File: config.mk
export PLATFORM = sky130hd
export DESIGN_NAME = pattern_detector_moore
export DESIGN_NICKNAME = d
export VERILOG_FILES = /design/src/rtl/pattern_detector_moore_pkg.sv /design/src/rtl/pattern_detector_moore_sat_counter.sv /design/src/rtl/pattern_detector_moore.sv
export SDC_FILE = /design/constraint.sdc
export NUM_CORES = 1
export LEC_CHECK = 0
export BUFFER_PORTS_ARGS = -buffer_cell sky130_fd_sc_hd__buf_2
export CAP_MARGIN = 25
export CORE_MARGIN = 4
export CORE_UTILIZATION = 50
export CTS_BUF_LIST = sky130_fd_sc_hd__clkbuf_4
export CTS_CLUSTER_SIZE = 14
export DETAILED_ROUTE_END_ITERATION = 6
export GPL_ROUTABILITY_DRIVEN = 0
export PLACE_DENSITY = 0.73
export REMOVE_ABC_BUFFERS = 1
export SLEW_MARGIN = 10
export SYNTH_ARGS = -nofsm -noshare
export SYNTH_HDL_FRONTEND = slang
export SYNTH_SLANG_ARGS = --single-unit
File: constraint.sdc
create_clock -name clk -period 2.7 [get_ports clk]
set_input_delay 0.405 -clock clk [delete_from_list [all_inputs] [get_ports clk]]
set_output_delay 0.405 -clock clk [all_outputs]
set_load 0.1 [all_outputs]
File: src/rtl/pattern_detector_moore_pkg.sv
// Shared types and constants for the serial pattern detector.
// The match mode enum gives the overlap input a name at its point of use.
package pattern_det_pkg;

   localparam int DEFAULT_PAT_W = 4;

   typedef enum logic {
      MODE_NONOVERLAP = 1'b0,
      MODE_OVERLAP    = 1'b1
   } match_mode_t;

endpackage

File: src/rtl/pattern_detector_moore_sat_counter.sv
// Saturating up-counter with synchronous clear, used for the match count.
// It sticks at all-ones and never wraps; sat flags that condition.
module sat_counter
   import pattern_det_pkg::*;
#(
   parameter int W = 8
) (
   input  logic         clk,
   input  logic         reset,
   input  logic         clr,
   input  logic         inc,
   output logic [W-1:0] q,
   output logic         sat
);

   assign sat = &q;

   always_ff @(posedge clk or posedge reset) begin
      if (reset) begin
         q <= '0;
      end else if (clr) begin
         q <= '0;
      end else if (inc && !sat) begin
         q <= q + 1'b1;
      end
   end

endmodule

File: src/rtl/pattern_detector_moore.sv
// Moore serial pattern detector: the state is (fill, shreg), and y is a pure
// register output, so it never reacts combinationally to the serial input.
module pattern_detector_moore
   import pattern_det_pkg::*;
#(
   parameter int               PAT_W   = DEFAULT_PAT_W,
   parameter int               CNT_W   = 8,
   parameter logic [PAT_W-1:0] RST_PAT = PAT_W'(4'b1011)
) (
   input  logic             clk,
   input  logic             reset,
   input  logic             en,
   input  logic             a,
   input  logic             load,
   input  logic [PAT_W-1:0] pattern,
   input  logic             overlap,
   output logic             y,
   output logic [CNT_W-1:0] match_count,
   output logic             count_sat
);

   localparam int             FW   = $clog2(PAT_W + 1);
   localparam logic [FW-1:0]  FULL = FW'(PAT_W);

   // en is a plain sample strobe: a is consumed on every cycle with en=1 and
   // load=0; there is no back-pressure. load wins and drops that cycle's sample.
   typedef struct packed {
      logic [FW-1:0]    fill;
      logic [PAT_W-1:0] shreg;
   } det_state_t;

   det_state_t       state_q;
   logic [PAT_W-1:0] pat_q;
   logic [PAT_W-1:0] sh_n;
   logic [FW-1:0]    fill_n;
   logic             hit;
   logic             inc;
   match_mode_t      mode;

   assign mode = match_mode_t'(overlap);

   if (PAT_W == 1) begin : g_sh_one
      assign sh_n = a;
   end else begin : g_sh_many
      assign sh_n = {state_q.shreg[PAT_W-2:0], a};
   end

   assign fill_n = (state_q.fill == FULL) ? FULL : state_q.fill + 1'b1;
   assign hit    = (fill_n == FULL) && (sh_n == pat_q);
   assign inc    = en && !load && hit;

   always_ff @(posedge clk or posedge reset) begin
      if (reset) begin
         pat_q   <= RST_PAT;
         state_q <= '0;
         y       <= 1'b0;
      end else if (load) begin
         pat_q   <= pattern;
         state_q <= '0;
         y       <= 1'b0;
      end else if (en) begin
         state_q.shreg <= sh_n;
         // Non-overlap mode restarts the fill so the next match needs PAT_W fresh bits.
         state_q.fill  <= (hit && mode == MODE_NONOVERLAP) ? '0 : fill_n;
         y             <= hit;
      end
   end

   sat_counter #(.W(CNT_W)) u_count (
      .clk   (clk),
      .reset (reset),
      .clr   (load),
      .inc   (inc),
      .q     (match_count),
      .sat   (count_sat)
   );

endmodule

Word level (Yosys, flattened, before mapping)
Cells that the tools add are included.
- $add $sub $neg: 2
- mux-type cells: 8
- bitwise operators: 1
- reductions and logical operators: 10
- eq/ne operators: 3
- operator list (kind ; number):
    8-bit 2-to-1 mux ; 2
    7-bit 2-to-1 mux ; 2
    8-bit by 1-bit adder with 8-bit output (second input constant) ; 1
    8-bit AND reduction ; 1
    3-bit equality test (second input constant) ; 2
    3-bit 2-to-1 mux ; 2
    1-bit logical AND ; 5
    4-bit equality test ; 1
    2-bit nonzero test ; 2
    3-bit by 1-bit adder with 3-bit output (second input constant) ; 1
    1-bit logical NOT ; 2
    1-bit 2-to-1 mux ; 2
    1-bit NOT ; 1
- output and inout bits: 10
- word-level logic and storage cells: 29
- input port bits: 10
- register bits: 19

Depth between registers and ports, before layout
Gate-level depths: netlist of run 1.
- depth after elaboration: 8
- mapped depth: 7
- mapped depth without buffers: 7

Cells and area by module
From an unflattened synthesis of run 1, not the netlist that was laid out.
- cells, all modules: 95
- area total of the unflattened synthesis: 1068.5 um^2
- by module, submodules not included (module ; times used ; cells an instance ; area each (um^2)):
    pattern_detector_moore ; 1 ; 49 ; 596.8
    sat_counter ; 1 ; 46 ; 471.7

Worst setup path before layout of run 1
Ideal clock, no wire load.
- path kind: flip-flop to output port
- start: register u_count.q[0]
- end: output port count_sat
- stages on the path, launching flop included: 5
- slack: 0.058 ns
- required time: 2.295 ns
- buffers on the path: 0
- arrival time: 2.237 ns
- cell sequence: dfrtp_1 ha_1 and4_2 nand2b_1 inv_1
- cells in the longest elaborated chain, start to end: 1
- RTL lines (item ; RTL line ; source):
    from (decl) ; pattern_detector_moore_sat_counter.sv:12 ; output logic [W-1:0] q,
    from (signal assigned) ; pattern_detector_moore_sat_counter.sv:24 ; q <= q + 1'b1;
    8-bit AND reduction ; pattern_detector_moore_sat_counter.sv:16 ; assign sat = &q;
    to (decl) ; pattern_detector_moore.sv:19 ; output logic count_sat
Every way passes these cells.

Final worst setup path of run 1
Same ends and word-level chain as after synthesis.

==> impl_metrics.py, run 1 <==
metrics = {
    "sta": {
        "slew_headroom": 0.5262,
        "hold_viol": 0,
        "clock.fmax_mhz": 441.4,
        "finalWorstSetupSlack_ns": 0.4345,
        "setup_viol": 0,
        "hold_slack_ns": 0.2019,
        "finalMaxSlewViolations": 0,
        "tns_ns": 0,
        "skew_ns": 0.003965,
        "rsz0062_at_grt": "false",
        "worst_pin_slew_ns": 0.7099,
        "finalCriticalPeriod_ns": 2.266,
        "min_period_over_period": 0.8391,
    },
    "cells_and_area": {
        "area_growth_pct": 13.64,
        "layout-drive-gt1-share": 0.3158,
        "fin_cells": 141,
        "fin_util": 0.5950,
        "final_area_mm2": 0.001167,
        "final_common_cell": "buf_2",
        "n_antenna_cell": 0,
        "final_cell_mix": "buf_2 (19), dfrtp_1 (16), a21oi_1 (9)",
        "fin_nets": 128,
    },
    "synth": {
        "synth-main-ff-cell": "dfrtp_1",
        "avgSynthCellArea_um2": 10.93,
        "ys_seq_elements": 19,
        "ys_seq_area_frac": 0.4665,
        "syn_area_mm2": 0.001027,
        "ys.warnings.count": 0,
        "async_flop_share": 1.000,
        "ys_types": 31,
        "synth_cells": 94,
        "synth_edf_count": 0,
    },
    "worst_setup_path": {
        "cp-end-kind": "output pin",
        "critical_path_buf_inv_count": 2,
        "worstPathMaxFanout": 6,
        "reg2reg_slack_ns": 0.65,
        "cp_slowest_stage_delay_ns": 0.46,
        "cpLargestDelayFamily": "buffers and inverters",
        "cp_cell_sequence": "ha_1 -> and4_2 -> nand2b_1 -> inv_1 -> buf_2",
        "r2r-end": "u_count.q[7]",
        "worstSetupPathType": "reg2out",
        "cp.required_ns": 2.30,
        "r2r_start": "state_q[4]",
        "worst_ep_arrival_time_ns": 1.86,
        "cpMaxStageDelayCell": "dfrtp_1",
        "startpoint": "u_count.q[0]",
        "start_kind": "flip-flop",
        "rr_worst_depth": 7,
    },
    "global_routing": {
        "grt_max_degree": 21,
        "antenna_found_initial": 0,
        "grt_pass1_wl_mm": 3.270,
        "first_global_vias": 741,
        "grt_use_total": 0.1615,
        "overflow": 0,
    },
    "drt": {
        "drc": 0,
        "drtPass1Iterations": 4,
        "vias_per_cell": 5.255,
        "wl_met2_um": 855,
        "route.met3.wl_um": 62,
        "ant_nets": 0,
        "wl_mm": 1.880,
        "avgRoutedWirePerCell_um": 13.33,
        "routed.top_layer": "met4",
        "num_vias": 741,
        "drt_iter0_markers": 15,
        "drt-met1-wl_um": 928,
    },
    "place": {
        "dpl_cell_area_mm2": 0.001137,
        "place_ws_ns": 0.6673,
        "io_buffers": 19,
        "dp.cells": 137,
        "dp_hpwl_mm": 1.400,
    },
    "clocking": {
        "cts_resized": 0,
        "clockBufferDepth": 2,
        "insertion_delay_ns": 0.29,
        "cts_buffers": 3,
        "clockRootBuffer": "clkbuf_4",
        "postCtsSetupBuffers": 0,
        "tritoncts": "yes",
        "cts.clk_slew.worst_paths_ns": 0.11,
        "cts_num_sinks": 19,
        "cts-hold-fix-buffers": 0,
        "htree_levels": 1,
    },
    "floorplan": {
        "rows": 16,
        "coreArea_mm2": 0.001962,
        "initial_core_util": 0.5236,
        "die_area_mm2": 0.002844,
        "die_h_um": 53.33,
        "io_pins": 20,
        "die_x_um": 53.33,
    },
    "power": {
        "power.total_mw": 0.5216,
        "p_leak_nw": 0.5544,
        "ir_drop_v": 0.0003217,
        "powerDensity_mw_per_mm2": 446.8,
    },
    "status": {
        "outcome": "complete, no violations",
    },
    "hold_path": {
        "hold_class": "in2async",
    },
    "flow_run": {
        "drv_cap": 0,
    },
}
Yosys cell counts (2+ instances only):
library cell  number  area, um^2
dfrtp_1           16       400.4
a21oi_1            9       45.04
nor2_1             7       26.28
inv_1              6       22.52
mux2i_1            6       60.06
xor2_1             5       43.79
mux2_2             4       45.04
nand2b_1           4       25.02
dfstp_2            3       78.83
ha_1               3       37.54
nand3_1            3       15.01
o21ai_0            3       15.01
or3_1              3       18.77
a311oi_1           2       17.52
clkbuf_1           2       7.510
nand2_1            2       7.510
nand4_1            2       12.51
worst reg2reg max path, cell delays in order (launching register included):
cell and delay (ns):
dfrtp_1 0.45, inv_1 0.08, ha_1 0.16, and2b_2 0.24, a211oi_4 0.30, nand3_4 0.17
or4_1 0.43, a21oi_1 0.15
how the worst max path moves through the flow:
stage                         to  depth (start not counted)  slack [ns]
floorplan              count_sat                          4        0.06
global placement    u_count.q[7]                          7        0.76
detailed placement  u_count.q[7]                          7        0.67
CTS                    count_sat                          5        0.42
global route           count_sat                          5        0.34
finish                 count_sat                          5        0.43
logic make-up (layout without fill, tap and decap cells):
family | after synthesis | count (layout) | share of synthesized area
xor+xnor | 5 | 5 | 0.04263
flops | 19 | 19 | 0.4665
compound gates | 18 | 18 | 0.1157
mux | 11 | 11 | 0.1133
simple gates | 29 | 29 | 0.1852
buf+inv | 9 | 29 | 0.04020
fa+ha+maj | 3 | 3 | 0.03654
area by class of cell:
| class | instances | area [um^2] |
|---|---|---|
| fillers | 178 | 794.5 |
| flip-flops and latches | 19 | 479.2 |
| repair buffers | 19 | 95.09 |
| clock buffers | 4 | 30.03 |
| inverters | 6 | 22.52 |
| well taps | 27 | 33.78 |
| multi-input cells | 66 | 506.7 |
registers in the layout (all words and copies together), names as in the netlist:
signal / count
u_count.q: 8
pat_q: 4
sh_n: 3
state_q: 3
y: 1
report_power, final:
group	switching [mW]	leakage [nW]	total, mW	internal (mW)
combinational	0.0343	0.286	0.0597	0.0254
sequential	0.00880	0.250	0.307	0.298
clock	0.0873	0.0184	0.155	0.0675
metal layers:
| metal | track usage | up-vias |
|---|---|---|
| met5 | 0 | - |
| met4 | 0.08511 | 0 |
| met3 | 0.03380 | 4 |
| met2 | 0.2429 | 15 |
| met1 | 0.2148 | 348 |
| li1 | - | 374 |
Power figures use the tool's default switching activity.
==> inputs of run 2 (changes only) <==
--- a/config.mk
+++ b/config.mk
@@ -13,7 +13,7 @@
 export CTS_CLUSTER_SIZE = 14
 export DETAILED_ROUTE_END_ITERATION = 6
 export GPL_ROUTABILITY_DRIVEN = 0
-export PLACE_DENSITY = 0.73
+export PLACE_DENSITY = 0.76
 export REMOVE_ABC_BUFFERS = 1
 export SLEW_MARGIN = 10
 export SYNTH_ARGS = -nofsm -noshare
==> constraint.sdc (replaced) <==
create_clock -name clk -period 2 [get_ports clk]
set_input_delay 0.3 -clock clk [delete_from_list [all_inputs] [get_ports clk]]
set_output_delay 0.3 -clock clk [all_outputs]
set_load 0.1 [all_outputs]
==> run 2 against run 1 <==
Die area did not move. Sequential power grew 35%. Combinational power rose by 65%. Flip-flop and latch count did not move. Non-clock buffer count is 7 higher. Final cell count is 5.0% higher. Global-route usage shrank 0.097 points. Power up 37%. Wire length grew 13%. Count of clock-buffer cells in the layout is the same. Core utilization up 5.2 points. Setup slack got worse by 0.38 ns. Largest cell class unchanged. Largest power group unchanged.
==> impl_metrics.py, run 2 (synthesis gave the netlist of run 1 again) <==
metrics = {
    "worst_setup_path": {
        "rr_worst_depth": 7,
        "startpoint": "state_q[5]",
        "worstPathMaxFanout": 8,
        "worst_ep_arrival_time_ns": 2.18,
        "worstSetupPathType": "reg2reg",
        "r2r_start": "state_q[5]",
        "cp-end-kind": "flip-flop",
        "cp.required_ns": 2.23,
        "start_kind": "flip-flop",
    },
    "sta": {
        "clock.fmax_mhz": 514.5,
        "tns_ns": 0,
        "finalMaxSlewViolations": 0,
        "finalCriticalPeriod_ns": 1.944,
        "min_period_over_period": 0.9719,
        "rsz0062_at_grt": "true",
        "skew_ns": 0.004962,
        "hold_viol": 0,
        "worst_pin_slew_ns": 0.7167,
        "hold_slack_ns": 0.1046,
        "setup_viol": 0,
        "slew_headroom": 0.5217,
    },
    "drt": {
        "vias_per_cell": 5.338,
        "num_vias": 790,
        "drtPass1Iterations": 4,
        "drc": 0,
        "ant_nets": 0,
        "drt_iter0_markers": 11,
        "avgRoutedWirePerCell_um": 14.38,
        "wl_mm": 2.128,
    },
    "clocking": {
        "clockRootBuffer": "clkbuf_4",
        "cts_num_sinks": 19,
        "clockBufferDepth": 2,
        "tritoncts": "yes",
        "insertion_delay_ns": 0.29,
        "cts_buffers": 3,
        "htree_levels": 1,
        "cts.clk_slew.worst_paths_ns": 0.11,
        "cts-hold-fix-buffers": 0,
    },
    "cells_and_area": {
        "fin_cells": 148,
        "largest_reg_flops": 8,
        "final_common_cell": "buf_2",
        "final_cell_mix": "buf_2 (18), dfrtp_1 (15), a21oi_1 (8)",
        "fin_util": 0.6467,
        "area_growth_pct": 23.51,
        "top_register": "u_count.q",
        "largestRegisters": "u_count.q x8, pat_q x4",
        "fin_nets": 135,
        "layout-drive-gt1-share": 0.4132,
        "n_antenna_cell": 0,
    },
    "place": {
        "io_buffers": 19,
        "dp_hpwl_mm": 1.376,
        "dp.cells": 138,
    },
    "power": {
        "power.total_mw": 0.7165,
        "powerDensity_mw_per_mm2": 564.7,
        "ir_drop_v": 0.0004284,
        "p_leak_nw": 0.6055,
    },
    "global_routing": {
        "antenna_found_initial": 0,
        "grt_max_degree": 21,
        "grt_use_total": 0.1606,
        "first_global_vias": 769,
        "overflow": 0,
        "grt_pass1_wl_mm": 3.353,
    },
    "floorplan": {
        "coreArea_mm2": 0.001962,
        "die_area_mm2": 0.002844,
        "initial_core_util": 0.5236,
        "rows": 16,
        "die_x_um": 53.33,
        "die_h_um": 53.33,
        "io_pins": 20,
    },
    "hold_path": {
        "hold_class": "in2async",
    },
    "status": {
        "outcome": "complete, no violations",
    },
    "flow_run": {
        "drv_cap": 0,
    },
}
run 2: cell count changes in the layout (fill, tap and decap cells not counted):
| cell | change |
|---|---|
| nand2b_4 | +3 |
| dfrtp_2 | +1 |
| buf_12 | +1 |
| or4_1 | -1 |
| a21oi_1 | -1 |
| dfrtp_1 | -1 |
| a21oi_2 | +1 |
| nand2b_1 | -3 |
| ha_2 | +1 |
| or4_4 | +1 |
| buf_4 | +7 |
| buf_2 | -1 |
| ha_1 | -1 |
run 2: routing by layer:
metal,global-route usage,routed length [um],share of wire,vias up
li1,-,-,-,390
met1,0.2220,911,0.43,383
met2,0.2469,1130,0.53,12
met3,0.01972,49,0.023,5
met4,0.07234,37,0.017,0
met5,0,0,0,-
run 2: critical path: stages, from the launching register on:
cell,delay [ns]
dfrtp_1,0.41
inv_1,0.07
ha_1,0.15
and2b_2,0.25
a211oi_4,0.31
nand3_4,0.15
or4_4,0.43
a21oi_2,0.12
run 2: through the flow:
stage	setup WS (ns)	instance area (um^2)
5_1_grt	-0.03632	1269
6_report	0.05625	1269
2_1_floorplan	-0.5371	1008
3_3_place_gp	0.08700	1160
4_1_cts	0.01598	1227
3_5_place_dp	-0.02569	1160
run 2: path summary, 6_finish.rpt:
kind	to	slack, ns
min	u_count.q[2]	0.10
max in group asynchronous	u_count.q[0]	1.40
max	u_count.q[7]	0.06
min in group clk	state_q[6]	0.21
min reg2reg	pat_q[2]	0.55
max reg2reg	u_count.q[7]	0.06
run 2: power breakdown:
group | total, mW | internal (mW) | leakage, nW | switching, mW
Combinational | 0.0984 | 0.0456 | 0.338 | 0.0528
Sequential | 0.413 | 0.403 | 0.249 | 0.0101
Clock | 0.205 | 0.0912 | 0.0184 | 0.114
Total | 0.716 | 0.539 | 0.606 | 0.177
run 2: what timing repair did:
| item | in CTS | in global routing |
|---|---|---|
| cloned | 0 | 0 |
| setup buffers | 3 | 3 |
| pin swaps | 4 | 3 |
| setup endpoints to repair | 2 | 8 |
| resized for setup | 2 | 5 |
run 2: area by class of cell:
cell class,count,area (um^2)
multi-input combinational,66,539.3
clock buffer,4,30.03
sequential,19,480.5
inverter,6,22.52
fill,187,693.2
tap,27,33.78
timing repair buffer,26,162.7
